## src/rtl/frame_fir_filter_pkg.sv

```systemverilog
// Shared types and arithmetic helpers for the frame FIR filter.
// The round/saturate stage works on a 64-bit container so it serves any width.
package frame_fir_filter_pkg;

    typedef enum logic [1:0] {
        FILL,
        COMPUTE,
        DRAIN
    } state_e;

    function automatic int acc_width(input int dw, input int cw, input int nt);
        return dw + cw + $clog2(nt) + 1;
    endfunction

    function automatic logic signed [63:0] round_sat(
        input logic signed [63:0] acc,
        input int frac,
        input int dw
    );
        logic signed [63:0] r, hi, lo;
        r  = (acc + (64'sd1 <<< (frac - 1))) >>> frac;
        hi = (64'sd1 <<< (dw - 1)) - 64'sd1;
        lo = -(64'sd1 <<< (dw - 1));
        if (r > hi) r = hi;
        else if (r < lo) r = lo;
        return r;
    endfunction

endpackage

```

## src/rtl/frame_fir_filter_if.sv

```systemverilog
// Stream, coefficient-load and status bundle of the frame FIR filter.
// master drives samples and coefficients, slave is the filter.
interface frame_fir_filter_if #(
    parameter int DATA_W = 18,
    parameter int COEF_W = 18,
    parameter int AW     = 4
);
    logic                     coef_we;
    logic [AW-1:0]            coef_addr;
    logic signed [COEF_W-1:0] coef_data;
    logic                     bypass;
    logic                     in_valid;
    logic                     in_ready;
    logic signed [DATA_W-1:0] in_data;
    logic                     out_valid;
    logic                     out_ready;
    logic signed [DATA_W-1:0] out_data;
    logic                     out_last;
    logic                     busy;

    modport master (
        output coef_we, coef_addr, coef_data, bypass,
        output in_valid, in_data, out_ready,
        input  in_ready, out_valid, out_data, out_last, busy
    );

    modport slave (
        input  coef_we, coef_addr, coef_data, bypass,
        input  in_valid, in_data, out_ready,
        output in_ready, out_valid, out_data, out_last, busy
    );
endinterface

```

## src/rtl/frame_fir_filter_mac.sv

```systemverilog
// Shared signed multiply-accumulate with clear/enable and round/sat output.
// The accumulator is wide enough that a full tap sum cannot overflow.
module fp_mac
    import frame_fir_filter_pkg::*;
#(
    parameter int DATA_W   = 18,
    parameter int COEF_W   = 18,
    parameter int FRAC_W   = 17,
    parameter int NUM_TAPS = 16
) (
    input  logic                     clk,
    input  logic                     rst,
    input  logic                     clr,
    input  logic                     en,
    input  logic signed [DATA_W-1:0] x,
    input  logic signed [COEF_W-1:0] c,
    output logic signed [DATA_W-1:0] y
);
    localparam int PW    = DATA_W + COEF_W;
    localparam int ACC_W = acc_width(DATA_W, COEF_W, NUM_TAPS);

    logic signed [PW-1:0]    prod;
    logic signed [ACC_W-1:0] acc_q;

    assign prod = x * c;

    always_ff @(posedge clk or posedge rst) begin
        if (rst) begin
            acc_q <= '0;
        end else if (clr) begin
            acc_q <= '0;
        end else if (en) begin
            acc_q <= acc_q + {{(ACC_W-PW){prod[PW-1]}}, prod};
        end
    end

    assign y = DATA_W'(round_sat({{(64-ACC_W){acc_q[ACC_W-1]}}, acc_q},
                                 FRAC_W, DATA_W));
endmodule

```

## src/rtl/frame_fir_filter.sv

```systemverilog
// Frame-buffered FIR: fill a frame, convolve with one MAC, drain the result.
// Bypass frames skip COMPUTE and drain the stored input directly.
module frame_fir_filter
    import frame_fir_filter_pkg::*;
#(
    parameter int DATA_W    = 18,
    parameter int COEF_W    = 18,
    parameter int FRAC_W    = 17,
    parameter int FRAME_LEN = 64,
    parameter int NUM_TAPS  = 16
) (
    input  logic               clk,
    input  logic               rst,
    frame_fir_filter_if.slave  bus
);
    localparam int NW = $clog2(FRAME_LEN);
    localparam int KW = $clog2(NUM_TAPS + 1);
    localparam int AW = (NUM_TAPS > 1) ? $clog2(NUM_TAPS) : 1;
    localparam int CW = (NW > KW) ? NW : KW;
    localparam logic [NW-1:0] N_LAST = NW'(FRAME_LEN - 1);
    localparam logic [KW-1:0] K_WB   = KW'(NUM_TAPS);

    state_e state_q, state_d;
    logic   live_q, bypass_q;
    logic [NW-1:0] wr_q, rd_q, n_q;
    logic [KW-1:0] k_q;
    logic [CW-1:0] nx, kx, dx;

    logic signed [DATA_W-1:0] xbuf [FRAME_LEN];
    logic signed [DATA_W-1:0] ybuf [FRAME_LEN];
    logic signed [COEF_W-1:0] coef [NUM_TAPS];

    logic in_fire, out_fire, wb, mac_en;
    logic signed [DATA_W-1:0] x_tap, y_mac;
    logic signed [COEF_W-1:0] c_tap;

    assign bus.in_ready  = live_q && (state_q == FILL);
    assign bus.out_valid = (state_q == DRAIN);
    assign bus.out_last  = bus.out_valid && (rd_q == N_LAST);
    assign bus.busy      = (state_q != FILL);
    assign bus.out_data  = !bus.out_valid ? '0 :
                           bypass_q ? xbuf[rd_q] : ybuf[rd_q];

    assign in_fire  = bus.in_valid && bus.in_ready;
    assign out_fire = bus.out_valid && bus.out_ready;
    assign wb       = (state_q == COMPUTE) && (k_q == K_WB);
    assign mac_en   = (state_q == COMPUTE) && !wb;

    // Taps reaching before sample 0 read as zero: each frame has no history.
    always_comb begin
        nx    = CW'(n_q);
        kx    = CW'(k_q);
        dx    = nx - kx;
        x_tap = '0;
        c_tap = '0;
        if (nx >= kx) x_tap = xbuf[dx[NW-1:0]];
        if (k_q != K_WB) c_tap = coef[k_q[AW-1:0]];
    end

    always_comb begin
        state_d = state_q;
        unique case (state_q)
            FILL:
                if (in_fire && wr_q == N_LAST)
                    state_d = bypass_q ? DRAIN : COMPUTE;
            COMPUTE:
                if (wb && n_q == N_LAST) state_d = DRAIN;
            DRAIN:
                if (out_fire && rd_q == N_LAST) state_d = FILL;
            default:
                state_d = FILL;
        endcase
    end

    always_ff @(posedge clk or posedge rst) begin
        if (rst) begin
            state_q  <= FILL;
            live_q   <= 1'b0;
            bypass_q <= 1'b0;
            wr_q     <= '0;
            rd_q     <= '0;
            n_q      <= '0;
            k_q      <= '0;
            for (int i = 0; i < NUM_TAPS; i++) coef[i] <= '0;
        end else begin
            state_q <= state_d;
            live_q  <= 1'b1;
            if (in_fire) begin
                wr_q <= (wr_q == N_LAST) ? '0 : wr_q + 1'b1;
                if (wr_q == '0) bypass_q <= bus.bypass;
            end
            if (state_q == COMPUTE) begin
                if (wb) begin
                    k_q <= '0;
                    n_q <= (n_q == N_LAST) ? '0 : n_q + 1'b1;
                end else begin
                    k_q <= k_q + 1'b1;
                end
            end
            if (out_fire) rd_q <= (rd_q == N_LAST) ? '0 : rd_q + 1'b1;
            // Coefficients only change between frames, never under a live frame.
            if (bus.coef_we && state_q == FILL && wr_q == '0)
                coef[bus.coef_addr] <= bus.coef_data;
        end
    end

    always_ff @(posedge clk) begin
        if (in_fire) xbuf[wr_q] <= bus.in_data;
        if (wb) ybuf[n_q] <= y_mac;
    end

    fp_mac #(
        .DATA_W  (DATA_W),
        .COEF_W  (COEF_W),
        .FRAC_W  (FRAC_W),
        .NUM_TAPS(NUM_TAPS)
    ) u_mac (
        .clk(clk),
        .rst(rst),
        .clr(wb),
        .en (mac_en),
        .x  (x_tap),
        .c  (c_tap),
        .y  (y_mac)
    );
endmodule
```

## src/flat_wrapper.sv

```systemverilog
// flat-port wrapper written by rule: the top's interface ports become plain ports
module frame_fir_filter_flat import frame_fir_filter_pkg::*;
#(
    parameter int DATA_W    = 18,
    parameter int COEF_W    = 18,
    parameter int FRAC_W    = 17,
    parameter int FRAME_LEN = 64,
    parameter int NUM_TAPS  = 16
)
  (clk, rst, bus_coef_we, bus_coef_addr, bus_coef_data, bus_bypass, bus_in_valid, bus_in_data, bus_out_ready, bus_in_ready, bus_out_valid, bus_out_data, bus_out_last, bus_busy);
  frame_fir_filter_if #(.DATA_W(DATA_W), .COEF_W(COEF_W)) bus_i ();
  input  logic clk;
  input  logic rst;
  input wire logic [$bits(bus_i.coef_we)-1:0] bus_coef_we;
  input wire logic [$bits(bus_i.coef_addr)-1:0] bus_coef_addr;
  input wire logic [$bits(bus_i.coef_data)-1:0] bus_coef_data;
  input wire logic [$bits(bus_i.bypass)-1:0] bus_bypass;
  input wire logic [$bits(bus_i.in_valid)-1:0] bus_in_valid;
  input wire logic [$bits(bus_i.in_data)-1:0] bus_in_data;
  input wire logic [$bits(bus_i.out_ready)-1:0] bus_out_ready;
  output wire logic [$bits(bus_i.in_ready)-1:0] bus_in_ready;
  output wire logic [$bits(bus_i.out_valid)-1:0] bus_out_valid;
  output wire logic [$bits(bus_i.out_data)-1:0] bus_out_data;
  output wire logic [$bits(bus_i.out_last)-1:0] bus_out_last;
  output wire logic [$bits(bus_i.busy)-1:0] bus_busy;
  assign bus_i.coef_we = bus_coef_we;
  assign bus_i.coef_addr = bus_coef_addr;
  assign bus_i.coef_data = bus_coef_data;
  assign bus_i.bypass = bus_bypass;
  assign bus_i.in_valid = bus_in_valid;
  assign bus_i.in_data = bus_in_data;
  assign bus_i.out_ready = bus_out_ready;
  assign bus_in_ready = bus_i.in_ready;
  assign bus_out_valid = bus_i.out_valid;
  assign bus_out_data = bus_i.out_data;
  assign bus_out_last = bus_i.out_last;
  assign bus_busy = bus_i.busy;
  frame_fir_filter #(.DATA_W(DATA_W), .COEF_W(COEF_W), .FRAC_W(FRAC_W), .FRAME_LEN(FRAME_LEN), .NUM_TAPS(NUM_TAPS)) u_core (.clk(clk), .rst(rst), .bus(bus_i));
endmodule
```

## config.mk

```make
export PLATFORM = sky130hd
export DESIGN_NAME = frame_fir_filter_flat
export DESIGN_NICKNAME = d
export VERILOG_FILES = /design/src/rtl/frame_fir_filter_pkg.sv /design/src/rtl/frame_fir_filter_if.sv /design/src/rtl/frame_fir_filter_mac.sv /design/src/rtl/frame_fir_filter.sv /design/src/flat_wrapper.sv
export SDC_FILE = /design/constraint.sdc
export NUM_CORES = 2
export LEC_CHECK = 0
export CORE_ASPECT_RATIO = 1.4
export CORE_MARGIN = 2
export CORE_UTILIZATION = 35
export CTS_BUF_LIST = sky130_fd_sc_hd__clkbuf_2 sky130_fd_sc_hd__clkbuf_4 sky130_fd_sc_hd__clkbuf_8
export DETAILED_ROUTE_END_ITERATION = 8
export HOLD_SLACK_MARGIN = 0.08
export SLEW_MARGIN = 0
export SYNTH_ARGS = -nofsm -noshare
export SYNTH_HDL_FRONTEND = slang
export SYNTH_SLANG_ARGS = --single-unit
```

## constraint.sdc

```tcl
create_clock -name clk -period 19.65 [get_ports clk]
set_clock_uncertainty 0.2 [all_clocks]
set_input_delay 4.9125 -clock clk [delete_from_list [all_inputs] [get_ports clk]]
set_output_delay 4.9125 -clock clk [all_outputs]
set_load 0.005 [all_outputs]
```

---- Word level (Yosys, flattened, before mapping) ----
Memories as Yosys holds them, arrays and structs flattened.
Index checks and enable logic that the tools add are counted.
word-level totals
  memories kept ........................... 2
  RAM bits ................................ 2304
  output and inout bits ................... 22
  input bits .............................. 46
  flip-flop bits (word level) ............. 356
operators by class
  reduce and logical (&&, ||, !) cells .... 20
  $add $sub $neg .......................... 7
  bitwise logic cells ..................... 2
  equality and inequality tests ........... 10
  magnitude comparators ................... 6
  mux-type cells .......................... 27
  multiply operators ...................... 1
memory list
  memory       depth  width  rd ports  clocked after memory_dff  write ports  line                    RTL
  u_core.xbuf  64     18     2         0                         1            frame_fir_filter.sv:29  logic signed [DATA_W-1:0] xbuf [FRAME_LEN];
  u_core.ybuf  64     18     1         0                         1            frame_fir_filter.sv:30  logic signed [DATA_W-1:0] ybuf [FRAME_LEN];
operator list
  cell                                                                            count
  288-bit bitwise mux                                                             1
  18-bit 2-to-1 mux                                                               9
  41-bit 2-to-1 mux                                                               2
  18-bit binary-select mux with 4-bit select                                      1
  18-bit demux with 4-bit select                                                  1
  41-bit by 18-bit adder with 42-bit output, second input constant                1
  41-bit adder                                                                    1
  18-bit by 18-bit multiplier with 36-bit output                                  1
  25-bit by 18-bit > comparator with 1-bit output, second input constant          1
  25-bit by 18-bit less-than comparator with 1-bit output, second input constant  1
  6-bit by 1-bit adder with 6-bit output, second input constant                   3
  6-bit == test, second input constant                                            3
  6-bit 2-to-1 mux                                                                3
  1-bit logical AND                                                               12
  5-bit >= comparator, second input constant                                      2
  4-bit inverter with 5-bit output                                                2
  2-bit 2-to-1 mux                                                                4
  6-bit by 5-bit >= comparator with 1-bit output                                  1
  6-bit logical NOT                                                               1
  2-bit != test, second input constant                                            3
  2-bit one-hot mux with 3 select lines                                           1
  6-bit by 5-bit subtractor with 6-bit output                                     1
  5-bit by 1-bit adder with 5-bit output, second input constant                   1
  5-bit == test, second input constant                                            1
  other kinds (11)                                                                16

---- Depth between registers and ports, before layout ----
  word-level depth ........................ 9
  gate-level depth with buffers ........... 50
  depth with buffers taken out ............ 46

---- By module ----
A second synthesis with hierarchy kept.
unflattened totals
  cells, all modules ...................... 7280
  area, all modules ....................... 128459.5 µm²
modules (own cells, without submodules)
  module            area an instance (µm²)  times used  sequential area each (µm²)  cells each
  frame_fir_filter  112181.3                1           77068.9                     5427
  fp_mac            16278.1                 1           1026.0                      1853

---- Least setup slack after synthesis ----
No wires, ideal clock.
  kind .................................... flip-flop to flip-flop
  from .................................... register u_core.k_q[1]
  to ...................................... register u_core.u_mac.acc_q[40]
  data arrival time ....................... 10.788 ns
  setup slack ............................. 8.558 ns
  cell stages (with the launch flop) ...... 47
  clock period less this slack ............ 11.092 ns
  data required time ...................... 19.346 ns
  buffers on the path ..................... 5
  library setup time ...................... 0.104 ns
  path through ............................ dfrtp_1 clkbuf_1 clkbuf_1 inv_1 ha_1 a21o_1 a21oi_1 xnor2_1 clkbuf_1 buf_4 mux2i_1 a211oi_1 buf_4 nand2_1 fa_1 inv_1 fa_1 fa_1 [... 11 more ...] o31ai_1 a21oi_1 a21boi_0 o22ai_1 o21ai_0 a21oi_1 xnor2_1 ha_1 a21o_1 a21o_1 a21oi_1 nor2_1 a211oi_1 o21ba_2 a21oi_1 o31ai_1 xor2_1 o311ai_1
on the way
  longest elaborated chain between the ends .. 9
  elaborated cells between the ends (all ways) .. 19
  classes of those cells .................. 2 x add/sub; 1 x mul; 1 x order compare; 2 x eq/ne; 7 x mux; 1 x bitwise; 4 x reduce/logical; 1 x memory
RTL lines
  what                                                  line                        RTL
  start, declared                                       frame_fir_filter.sv:26      logic [KW-1:0] k_q;
  start signal, assigned                                frame_fir_filter.sv:97      k_q <= k_q + 1'b1;
  branches (longest 9 deep; another with 41-bit adder)  -
  end signal, assigned                                  frame_fir_filter_mac.sv:33  acc_q <= acc_q + {{(ACC_W-PW){prod[PW-1]}}, prod};
  end, declared                                         frame_fir_filter_mac.sv:23  logic signed [ACC_W-1:0] acc_q;
Several ways; the timed one is not identified. The select of a mux whose other input is x is not followed.
A chain may end at the register's enable or synchronous reset.

---- Worst setup path after layout ----
Same ends and word-level chain as after synthesis.

==> impl_metrics.tcl <==
set metrics [dict create \
    utilization_pct 39.3 \
    max-cap-violations 0 \
    run_status "complete, no violations" \
    cts_repair_resizes 0 \
    via_density_per_instance 5.66 \
    syn_avg_cell_area_um2 18.8 \
    syn-cell-area_um2 128000 \
    power.ir.vdd_worst_v 0.0000579 \
    place_inst 11423 \
    cp_data_arrival_time_ns 14.55 \
    powerDensity_nw_per_um2 74.4 \
    fin_crit_sh_pct 70.9 \
    seq_total_area_yosys_pct 61.1 \
    worst_slew_margin_rel_pct 20.1 \
    htree_num_levels 5 \
    grt_antenna_before_repair 28 \
    synth_flop_cell "edfxtp_1" \
    commonest_non_fill_non_tap_cell_in_the_layout "edfxtp_1" \
    critical_path_required_ns 20.26 \
    worst_hold_slack_ns 0.287 \
    std_cell_rows 262 \
    end_kind "register" \
    drt-pass1-iter-count 6 \
    fp.coreArea_um2 364000 \
    largest_area_contributor_in_the_synthesized_netlist "edfxtp_1" \
    dieWidth_um 515 \
    number_of_ports_placed_on_the_die_boundary 68 \
    worst-setup-path-type "reg -> reg" \
    drt-total-wl_mm 362 \
    drt_iter0_markers 7108 \
    finalSetupViolations 0 \
    postCtsHoldBufs 0 \
    worst-slew-pin-transition_ns 1.18 \
    wire_length_of_the_first_global_routing_pass_mm 521 \
    slew_violations 0 \
    final_cell_mix "edfxtp_1 (2304), mux4_2 (1205), inv_1 (425)" \
    synth-warning-count 0 \
    cts-buffers-inserted 402 \
    number_of_buffers_added_on_ports 67 \
    routed_wire_length_per_instance_um 29.8 \
    postSynthRegisterBits 2660 \
    mappedNetlistNets 7303 \
    grt_max_degree 144 \
    grt_remaining_overflow 0 \
    critPathSlowestCell "fa_4" \
    finalNetCount 7599 \
    overall_via_count_from_detail_route 68793 \
    setup_repair_after_global_routing_missed_its_margin "no" \
    hold_path.class "reg -> reg" \
    vertical_die_dimension_um 719 \
    grt.total_usage_pct 19.4 \
    leakagePower_nw 44.7 \
    layout.cells.non_filler 12145 \
    number_of_global_route_vias_before_repair 73109 \
    top_family_by_delay_on_critical_path "adder cells" \
    startpoint_kind_of_the_worst_setup_timing_path "register" \
    final_period_minus_worst_setup_slack_ns 13.94 \
    synth_top_area_share_pct 54.2 \
    post_synth_num_cell_types 75 \
    achievable-frequency_mhz 71.7 \
    antenna_violating_nets_post_route 0 \
    routabilityCongestion 0.842 \
    clk_root_buffer_cell "clkbuf_8" \
    cts_setup_buffers 0 \
    synthArstFlopShare_pct 13.4 \
    clkLatencyLatePin_ns 1.10 \
    syn_to_final_growth_pct 11.7 \
    worst_setup_hold_path_clk_slew_ns 0.06 \
    post-dp-hpwl_mm 214 \
    tritoncts_clock_tree "built" \
    ctsLongestPathBuffers 4 \
    cp_common_cell "fa_1" \
    proportion_of_layout_cells_with_a_drive_suffix_above_1_pct 34.8 \
    initial_core_util_pct 35.1 \
    synthTopCellsByArea "edfxtp_1 (54%), mux4_2 (21%), dfrtp_1 (7.0%), fa_1 (5.2%), mux2_2 (2.5%)" \
    synth_cells 6779 \
    worst-path-max-fanout 42 \
    synth_edf_count 2304 \
    detail_route.drc_violations 0 \
    setup-tns-final_ns 0 \
    dieArea_um2 370000 \
    worst-path-buf-inv 7 \
    hold_viol_final 0 \
    timing.critical_path.slowest_cell_delay_ns 1.28 \
    cts_sinks 2660 \
]
## synth_stat cells (21+ instances only)
cell type  count
o21ai_0       92
a21oi_1       88
nand2b_1      26
edfxtp_1    2304
mux4_2      1205
nor3_1        21
a211oi_1      32
nor2_1       266
nand3_1       44
nor2b_1       54
buf_2        104
a21o_1        32
ha_1         146
buf_1         64
and2_1        99
xnor2_1       63
fa_1         332
clkbuf_1     205
dfrtp_1      356
buf_4         28
mux2i_1       37
xor2_1        38
mux2_2       289
nand2_1      246
inv_1        426
## power by group
part | switching [W] | internal [W]
logic | 0.0000591 | 0.00000745
registers | 0.0000000732 | 0.00610
clock network | 0.00219 | 0.00226
total | 0.00225 | 0.00837
## through the flow
stage	setup WS (ns)	total power, W	cell area [um2]
6_report	5.71	0.0106	143000
5_1_grt	5.06	0.0110	143000
4_1_cts	5.75	0.0107	143000
3_5_place_dp	5.90	0.00628	135000
3_3_place_gp	5.84	0.00628	135000
2_1_floorplan	4.66	0.00623	128000
## worst paths after layout
check                                       from                endpoint  slack (ns)  depth (start not counted)
max                                u_core.k_q[1]  u_core.u_mac.acc_q[40]        5.71                         41
min                        u_core.u_mac.acc_q[9]   u_core.u_mac.acc_q[9]        0.29                          2
max reg2reg                        u_core.k_q[1]  u_core.u_mac.acc_q[40]        5.71                         41
min reg2reg                u_core.u_mac.acc_q[9]   u_core.u_mac.acc_q[9]        0.29                          2
max in group asynchronous                    rst           u_core.k_q[0]       11.96                          5
min in group asynchronous                    rst        u_core.coef[228]        4.24                          2
## tightest hold or removal path, cell delays in order (launching register included)
cell,delay (ns)
dfrtp_1,0.35
nand2_1,0.05
o21ai_0,0.06
## metal layers
metal / GRT usage (%) / vias up / share of wire [%]
li1: - / 27552 / -
met1: 23.8 / 37521 / 37
met2: 34.0 / 3041 / 52
met3: 3.51 / 669 / 7.1
met4: 7.37 / 10 / 4.2
met5: 0 / - / 0.017
## logic make-up after synthesis
group                    share of synthesized area (%)
AO/OA/AOI/OAI                                     1.67
XOR/XNOR                                         0.718
adder cells (fa/ha/maj)                           6.63
buffers and inverters                             2.66
flip-flops                                        61.1
multiplexers                                      24.1
other                                          0.00294
AND/OR/NAND/NOR                                   3.12
## final cells by class
type                            instances  area [um2]
Clock buffer                          526        6570
Fill cell                           32472      221000
Tap cell                             4752        5950
Sequential cell                      2660       78100
Antenna cell                            8        20.0
Clock inverter                        188        1080
Inverter                              427        1610
Multi-Input combinational cell       3286       47000
Timing Repair Buffer                  298        2430
## sequential cells by signal, indices dropped and copies added, names as in the netlist
name,cells
u_core.u_mac.acc_q,41
u_core.bypass_q,1
u_core.wr_q,6
u_core.state_q,2
u_core.rd_q,6
u_core.ybuf,1152
u_core.k_q,5
u_core.live_q,1
u_core.n_q,6
u_core.xbuf,1152
u_core.coef,288
No activity file was read; power rests on OpenSTA's default activity.
